<file path="src/rtl/bus_arbiter.sv">
// Two-port (data / instruction) arbiter onto a single shared downstream bus.
// One transaction outstanding at a time; data port wins ties unless the
// instruction port has been passed over STARVE_LIMIT consecutive times.

package bus_arbiter_pkg;

    typedef struct packed {
        logic        valid;
        logic [31:0] addr;
        logic [1:0]  size;
        logic [3:0]  strobe;
        logic [31:0] data;
    } dbus_req_t;

    typedef struct packed {
        logic        addr_ok;
        logic        data_ok;
        logic [31:0] data;
    } dbus_resp_t;

endpackage

module bus_arbiter
    import bus_arbiter_pkg::*;
#(
    parameter int unsigned STARVE_LIMIT = 4
) (
    input  logic       clk,
    input  logic       reset,
    input  dbus_req_t  dreq,
    output dbus_resp_t dresp,
    input  dbus_req_t  ireq,
    output dbus_resp_t iresp,
    output dbus_req_t  creq,
    input  dbus_resp_t cresp
);

    localparam int unsigned CW = $clog2(STARVE_LIMIT + 1);

    typedef enum logic [1:0] {
        IDLE,
        ADDR,
        DATA
    } state_t;

    typedef enum logic {
        OWN_D,
        OWN_I
    } owner_t;

    state_t        state;
    owner_t        owner;
    logic [CW-1:0] starve_cnt;

    logic          starved;
    logic          grant_i;
    logic          grant_d;
    logic          grant_any;
    logic          route_en;
    owner_t        sel;
    dbus_req_t     ireq_masked;

    // Grant selection, request forwarding and response routing.
    // Grant is decided combinationally in IDLE so the request reaches the
    // shared bus with no added latency; afterwards the registered owner holds.
    always_comb begin
        ireq_masked        = ireq;
        ireq_masked.strobe = '0;

        starved   = (starve_cnt == CW'(STARVE_LIMIT));
        grant_i   = ireq.valid && (!dreq.valid || starved);
        grant_d   = dreq.valid && !grant_i;
        grant_any = grant_i || grant_d;

        if (state == IDLE) begin
            sel      = grant_i ? OWN_I : OWN_D;
            route_en = grant_any;
        end else begin
            sel      = owner;
            route_en = 1'b1;
        end

        creq = (sel == OWN_I) ? ireq_masked : dreq;
        case (state)
            IDLE:    creq.valid = grant_any;
            ADDR:    creq.valid = (owner == OWN_I) ? ireq.valid : dreq.valid;
            default: creq.valid = 1'b0;
        endcase
        if (reset) begin
            creq.valid = 1'b0;
        end

        dresp.data    = cresp.data;
        iresp.data    = cresp.data;
        dresp.addr_ok = !reset && route_en && (sel == OWN_D) && cresp.addr_ok;
        dresp.data_ok = !reset && route_en && (sel == OWN_D) && cresp.data_ok;
        iresp.addr_ok = !reset && route_en && (sel == OWN_I) && cresp.addr_ok;
        iresp.data_ok = !reset && route_en && (sel == OWN_I) && cresp.data_ok;
    end

    // Transaction FSM, owner lock and instruction-port starvation counter.
    always_ff @(posedge clk) begin
        if (reset) begin
            state      <= IDLE;
            owner      <= OWN_D;
            starve_cnt <= '0;
        end else begin
            case (state)
                IDLE: begin
                    if (!ireq.valid || grant_i) begin
                        starve_cnt <= '0;
                    end else if (grant_d && !starved) begin
                        starve_cnt <= starve_cnt + CW'(1);
                    end
                    if (grant_any) begin
                        owner <= sel;
                        if (cresp.data_ok) begin
                            state <= IDLE;
                        end else if (cresp.addr_ok) begin
                            state <= DATA;
                        end else begin
                            state <= ADDR;
                        end
                    end
                end
                ADDR: begin
                    if (cresp.data_ok) begin
                        state <= IDLE;
                    end else if (cresp.addr_ok) begin
                        state <= DATA;
                    end
                end
                DATA: begin
                    if (cresp.data_ok) begin
                        state <= IDLE;
                    end
                end
                default: state <= IDLE;
            endcase
        end
    end

endmodule
</file>
<file path="config.mk">
export PLATFORM = sky130hd
export DESIGN_NAME = bus_arbiter
export DESIGN_NICKNAME = d
export VERILOG_FILES = /design/src/rtl/bus_arbiter.sv
export SDC_FILE = /design/constraint.sdc
export NUM_CORES = 1
export LEC_CHECK = 0
export CORE_AREA = 2 2 122 124
export CTS_BUF_LIST = sky130_fd_sc_hd__clkbuf_8
export DETAILED_ROUTE_END_ITERATION = 16
export DIE_AREA = 0 0 124 126
export PLACE_DENSITY_LB_ADDON = 0.12
export SETUP_SLACK_MARGIN = 0.3
export SLEW_MARGIN = 10
export SYNTH_ARGS = -nofsm -noshare
export SYNTH_HDL_FRONTEND = slang
export SYNTH_SLANG_ARGS = --single-unit
</file>
<file path="constraint.sdc">
create_clock -name clk -period 2.2 [get_ports clk]
set_input_delay 0.33 -clock clk [delete_from_list [all_inputs] [get_ports clk]]
set_output_delay 0.33 -clock clk [all_outputs]
set_load 0.01 [all_outputs]
</file>
==> results of run 1 <==
[power by group through the flow]
| stage | registers, uW | clock network [uW] | logic, uW |
|---|---|---|---|
| 2_1_floorplan | 117 | 0 | 496 |
| 3_3_place_gp | 118 | 0 | 915 |
| 3_5_place_dp | 118 | 0 | 910 |
| 4_1_cts | 117 | 175 | 1050 |
| 5_1_grt | 117 | 181 | 1150 |
| 6_report | 117 | 169 | 1090 |
[flip-flops by register name, summed over array words and instances, names as in the netlist]
signal      count
state           2
starve_cnt      3
owner           1
[per-stage QoR]
step	hold WS (ns)	utilization (%)
CTS	0.598	31.1
global placement	0.587	28.0
finish	0.604	32.4
detailed placement	0.590	28.0
floorplan	0.407	-
global route	0.625	32.4
[logic make-up (layout without fill, tap and decap cells)]
| kind of cell | Yosys count | count (layout) | synth area share, % |
|---|---|---|---|
| adders and majority gates | 2 | 2 | 1.23 |
| and+or+nand+nor | 20 | 20 | 6.48 |
| DFF | 6 | 6 | 5.92 |
| buffers and inverters | 78 | 274 | 32.0 |
| AOI/OAI and AO/OA | 17 | 17 | 6.05 |
| muxes | 67 | 67 | 48.3 |
[critical path, cell delays in order (launching register included)]
cell	delay [ns]
dfxtp_2	0.32
inv_2	0.05
ha_4	0.15
a21bo_4	0.22
a31oi_4	0.21
buf_6	0.13
buf_12	0.12
buf_12	0.13
buf_8	0.12
mux2_4	0.30
buf_6	0.12
[Yosys cell counts]
master    count
nand4_1       2
and3_1        2
a31oi_4       1
a21boi_0      1
o211ai_1      1
o31a_1        1
and3b_1       2
mux2_4       60
o21a_1        1
o21ai_0       3
nor3b_1       1
nor3_1        1
buf_1         1
nand2_1       1
and2_1        4
dfxtp_1       6
nand3_1       1
buf_12        7
clkbuf_1      2
nor2b_1       1
buf_4        64
nor2_4        1
inv_1         2
buf_2         2
nor4_1        2
ha_1          2
o31ai_1       2
nor4b_1       1
a21bo_2       1
nor2_1        1
a21oi_1       6
mux2_2        7
[cells in the final DEF, fill, tap and decap left out, types with 4 or more instances in the layout]
| master | count |
|---|---|
| and2_4 | 4 |
| buf_12 | 7 |
| a21oi_1 | 6 |
| buf_6 | 89 |
| dfxtp_1 | 4 |
| buf_2 | 6 |
| mux2_4 | 66 |
| buf_16 | 5 |
| clkdlybuf4s50_1 | 139 |
| buf_4 | 17 |
[repair_timing]
item	CTS	global route
cloned	5	0
endpoints found under the setup margin	75	75
pin swaps	6	2
setup buffers	20	7
resized for setup	397	34
[layer usage]
layer	GRT usage, %	up-vias	routed length (um)
li1	-	995	-
met1	10.1	908	2960
met2	19.6	142	4550
met3	3.94	5	1300
met4	0.793	0	15
met5	0	-	0
[cell type report]
cell class	instances	share of cell area [%]
Clock buffer	3	0.892
Inverter	2	0.162
Multi-Input combinational cell	106	28.6
Sequential cell	6	2.65
Tap cell	184	4.97
Timing Repair Buffer	269	62.7
[worst min path at each step]
stage | end | slack (ns) | cells after the start
6_report | starve_cnt[1] | 0.60 | 3
5_1_grt | owner | 0.63 | 3
4_1_cts | owner | 0.60 | 3
3_5_place_dp | owner | 0.59 | 3
3_3_place_gp | starve_cnt[0] | 0.59 | 3
2_1_floorplan | state[1] | 0.41 | 1
==> flow_metrics.py, run 1 <==
metrics = {
    "outcome": {
        "outcome": "finished with violations",
        "violations": "setup timing",
    },
    "worst_hold_path": {
        "min_path_type": "register to register",
        "min-delay-start": "starve_cnt[1]",
    },
    "layout": {
        "areaGrowthSynthToFinish_pct": 128,
        "antenna_cells": 0,
        "stdcell_area_sq_um": 4630,
        "seq_area_sq_um": 123,
        "final_cells": 570,
        "final_layout_size_suffix_gt1_share_pct": 55.2,
        "fillers": 1489,
        "multi_input_area_sq_um": 1330,
        "nNetsFinal": 568,
    },
    "critical_path": {
        "endpoint_kind": "output port",
        "crit_path_max_fanout": 8,
        "required_ns": 1.87,
        "crit_type": "register to output port",
        "crit_arrival_ns": 2.11,
        "regToRegSetupSlack_ns": 0.93,
        "timing.rr.end": "starve_cnt[2]",
        "r2r-start": "starve_cnt[0]",
        "r2r_cells": 6,
        "cp-start-kind": "register",
        "endpoint": "creq[51]",
        "setup.worst_path.start": "starve_cnt[0]",
    },
    "pwr": {
        "internal-power_uw": 998,
        "comb_power_share_pct": 79.2,
        "power_frac_clock_pct": 12.3,
        "ir_drop_mv": 0.210,
        "power_uw": 1370,
        "switching_share_pct": 27.3,
        "power_frac_seq_pct": 8.5,
        "power_switching_uw": 375,
        "cellPowerDensity_nw_per_um2": 296,
        "p_leak_uw": 0.00215,
    },
    "global_route": {
        "grt_first_pass_wirelength_um": 12100,
        "grt_max_degree": 11,
        "grt-ovfl-total": 0,
        "antenna_found_initial": 0,
        "grt_pass1_vias": 2113,
        "track_usage_pct": 9.98,
    },
    "timing": {
        "drv_slew": 0,
        "min_period_ns": 2.44,
        "fin_crit_sh_pct": 111,
        "tns_ns": -10.79,
        "worstMarginPinSlew_ns": 0.382,
        "rsz0062_at_grt": "true",
        "hold_viol_final": 0,
        "setup_ws_ns": -0.241,
        "slew_headroom_pct": 74.3,
        "fmax_ghz": 0.410,
        "skew_ns": 0.00108,
        "finalSetupViolations": 70,
    },
    "placed_design": {
        "port_buffers": 216,
        "dpl.hpwl_um": 7170,
        "dp.cells": 535,
        "dpl_cell_area_sq_um": 4000,
        "globalplace.congestion": 0.746,
        "dp_slack_ns": -0.625,
    },
    "die": {
        "num_io_pins": 317,
        "rows": 44,
        "die_x_um": 124,
        "die-area_sq_um": 15600,
        "die_height_um": 126,
        "core_sq_um": 14300,
        "start_util_pct": 14.2,
    },
    "logic_synthesis": {
        "ys_types": 32,
        "yosysTopAreaCell": "mux2_4",
        "yosys.area.top_type_share_pct": 44.4,
        "synth.net_count": 370,
        "syn_inst": 190,
        "yosysWarnings": 0,
        "seq_area_frac_synth_pct": 5.92,
        "netlist_top_cells_area": "mux2_4 44%, buf_4 24%, buf_12 6.9%",
        "syn_area_sq_um": 2030,
        "synth_seq_cells": 6,
        "synth_area_per_cell_sq_um": 10.7,
    },
    "clock_network": {
        "htree_levels": 1,
        "clock-sinks": 6,
        "numCtsBuffers": 3,
        "holdBufCountCts": 0,
        "cts-root-buf": "clkbuf_8",
        "tritoncts": "built",
        "path_clk_slew_ns": 0.04,
        "clk_latency_ns": 0.22,
        "clockBufferDepth": 2,
    },
    "drt": {
        "avgViaCountPerCell": 3.60,
        "vias": 2050,
        "drc": 0,
        "drt_pass1_iterations": 3,
        "drt.antenna.violating_nets": 0,
        "drt_iter0_drc": 21,
        "wl_per_cell_um": 15.5,
        "routed_wl_um": 8830,
    },
    "run": {
        "cap_violations": 0,
    },
}
(Power assumes the default switching activity.)
==> run 2: changes to the inputs <==
- CTS_CLUSTER_DIAMETER: not set -> 120
==> results of run 2 <==
The final DEF is identical to that of run 1; final timing and power are the same.
==> run 3: changes to the inputs <==
- ABC_AREA: not set -> 1
- CORE_AREA: 2 2 122 124 -> 2 2 124 126
- DIE_AREA: 0 0 124 126 -> 0 0 126 128
- SETUP_SLACK_MARGIN: 0.3 -> 0.15
==> run 3 against run 2 <==
The run now ends clean. Utilization down 0.30 points. Critical path type unchanged. Global-route usage up 2.1 points. Setup slack better by 0.36 ns.
==> flow_metrics.py, run 3 <==
metrics = {
    "outcome": {
        "outcome": "completed",
    },
    "clock_network": {
        "htree_levels": 1,
        "clockBufferDepth": 2,
        "tritoncts": "built",
        "cts-root-buf": "clkbuf_8",
        "clk_latency_ns": 0.22,
        "clock-sinks": 6,
        "path_clk_slew_ns": 0.04,
        "numCtsBuffers": 3,
    },
    "timing": {
        "worstMarginPinSlew_ns": 0.312,
        "finalSetupViolations": 0,
        "hold_viol_final": 0,
        "drv_slew": 0,
        "min_period_ns": 2.08,
        "slew_headroom_pct": 79.2,
        "fin_crit_sh_pct": 94.5,
        "hold_ws_ns": 0.517,
        "skew_ns": 0.00196,
        "setup_ws_ns": 0.121,
        "rsz0062_at_grt": "true",
        "fmax_ghz": 0.481,
    },
    "global_route": {
        "grt_first_pass_wirelength_um": 15700,
        "track_usage_pct": 12.1,
        "grt_pass1_vias": 2903,
        "antenna_found_initial": 0,
        "grt_max_degree": 35,
        "grt-ovfl-total": 0,
    },
    "logic_synthesis": {
        "yosysWarnings": 0,
        "synth_seq_cells": 6,
        "synth-main-ff-cell": "dfxtp_1",
        "synth.net_count": 539,
        "yosysMostFrequentCell": "nand2_1",
        "ys_types": 18,
        "syn_area_sq_um": 1960,
        "synth_area_per_cell_sq_um": 5.45,
        "synth-async-reset-ratio_pct": 0,
        "synth_edf_count": 0,
        "netlist_top_cells_area": "nand2_1 28%, buf_4 25%, nand3_1 19%",
        "yosys.area.top_type_share_pct": 27.6,
        "yosysTopAreaCell": "nand2_1",
        "seq_area_frac_synth_pct": 6.14,
        "synth.top_cells.by_count": "144 x nand2_1, 74 x nand3_1, 65 x buf_4",
        "syn_inst": 359,
    },
    "critical_path": {
        "cp_slowest_cell": "dfxtp_2",
        "max_stage_delay_ns": 0.32,
        "endpoint_kind": "output port",
        "crit_path_max_fanout": 5,
        "cpLargestDelayFamily": "buffers and inverters",
        "crit_buf_inv": 6,
        "r2r-start": "starve_cnt[0]",
        "regToRegSetupSlack_ns": 0.20,
        "cp-start-kind": "register",
        "worstPathCellList": "inv_2 -> ha_4 -> nand2_2 -> nand2_2 -> nand3_4 -> buf_12 -> buf_6 -> buf_6 -> clkbuf_16 -> nand3_2 -> nand2_1 -> buf_2",
        "crit_type": "register to output port",
        "r2r_cells": 16,
        "crit_arrival_ns": 1.75,
        "required_ns": 1.87,
        "timing.rr.end": "starve_cnt[0]",
    },
    "die": {
        "rows": 45,
        "die_x_um": 126,
        "core_sq_um": 14900,
        "num_io_pins": 317,
        "start_util_pct": 13.2,
        "die-area_sq_um": 16100,
        "die_height_um": 128,
    },
    "layout": {
        "multi_input_area_sq_um": 1510,
        "largest_reg_flops": 3,
        "final_common_cell": "clkdlybuf4s50_1",
        "areaGrowthSynthToFinish_pct": 144,
        "antenna_cells": 0,
        "largestRegisters": "starve_cnt x3, state x2, owner x1",
        "nNetsFinal": 729,
        "final_cells": 735,
        "mostFrequentLayoutCells": "139 x clkdlybuf4s50_1, 100 x nand2_1, 46 x buf_2",
        "regMostFlops": "starve_cnt",
        "seq_area_sq_um": 123,
        "final_layout_size_suffix_gt1_share_pct": 38.8,
        "fillers": 1618,
    },
    "placed_design": {
        "dp_slack_ns": -0.265,
        "dp.cells": 694,
        "globalplace.congestion": 0.731,
        "port_buffers": 216,
        "dpl.hpwl_um": 7480,
    },
    "run": {
        "cap_violations": 0,
    },
    "worst_hold_path": {
        "min-delay-start": "owner",
        "min_path_type": "register to register",
        "hold_end": "owner",
        "holdPathStages": 2,
    },
    "drt": {
        "routed_wl_um": 11200,
        "wl_per_cell_um": 15.2,
        "drt.antenna.violating_nets": 0,
        "drc": 0,
        "avgViaCountPerCell": 3.96,
        "drt_iter0_drc": 61,
        "drt_pass1_iterations": 4,
        "vias": 2908,
    },
    "pwr": {
        "p_leak_uw": 0.00240,
        "cellPowerDensity_nw_per_um2": 357,
        "ir_drop_mv": 0.156,
    },
}
-- run 3: cell types whose count changed after synthesis, sizes merged, moves of 2 or more --
cell,delta
mux2,-67
nand3,+74
nor2,+16
o31ai,-2
nor4,-2
nand4,-2
nand2,+146
and3,-2
and3b,-2
and2,-4
buf,+11
inv,+13
clkbuf,-2
-- run 3: stage by stage --
| stage | area, sq um | util [%] | power, uW | setup TNS [ns] |
|---|---|---|---|---|
| 2_1_floorplan | 1960 | - | 682 | 0 |
| 3_3_place_gp | 3880 | 26.1 | 1250 | -14.19 |
| 3_5_place_dp | 3880 | 26.1 | 1250 | -15.77 |
| 4_1_cts | 4200 | 28.2 | 1510 | 0 |
| 5_1_grt | 4760 | 32.1 | 1820 | 0 |
| 6_report | 4760 | 32.1 | 1700 | 0 |
-- run 3: repair_timing --
item	CTS	global route
setup endpoints to repair	75	70
gates resized for setup	326	119
pin swaps	13	25
gates cloned	8	3
setup buffers	25	2
hold buffers	0	0
-- run 3: worst register-to-register path, delay by kind of cell (launching register included) --
| family | cells | cell delay (ns) |
|---|---|---|
| buffers and inverters | 14 | 1.38 |
| AO/OA/AOI/OAI | 2 | 0.17 |
| flip-flops | 1 | 0.33 |
-- run 3: final cells by class --
cell class / instances / share of cell area (%)
repair buffers: 270 / 58.7
multi-input cells: 253 / 31.8
well taps: 188 / 4.94
flip-flops and latches: 6 / 2.57
inverters: 15 / 1.18
clock buffers: 3 / 0.867
-- run 3: worst max-delay path by stage --
stage / startpoint / depth (start not counted) / to / slack (ns)
after floorplan: starve_cnt[0] / 9 / creq[40] / 0.63
after global placement: ireq[70] / 7 / creq[36] / -0.25
after detailed placement: ireq[70] / 7 / creq[36] / -0.26
after CTS: starve_cnt[0] / 11 / creq[49] / 0.07
after global routing: starve_cnt[0] / 12 / creq[21] / 0.04
final: starve_cnt[0] / 12 / creq[25] / 0.12
-- run 3: logic make-up after synthesis --
group	after synthesis	share of synthesized area (%)
buf+inv	100	37.1
compound gates	10	2.69
simple gates	241	52.8
fa+ha+maj	2	1.28
flops	6	6.14
-- run 3: metal layers --
layer	vias up	share of wire, %	track usage, %
met2	144	55	23.7
met3	15	7.8	2.75
li1	1447	-	-
met5	-	0	0
met1	1302	36	13.6
met4	0	0.69	1.62
-- run 3: report_power, final --
group / switching [uW] / internal (uW)
Clock: 53.3 / 118
Combinational: 607 / 795
Sequential: 8.61 / 118
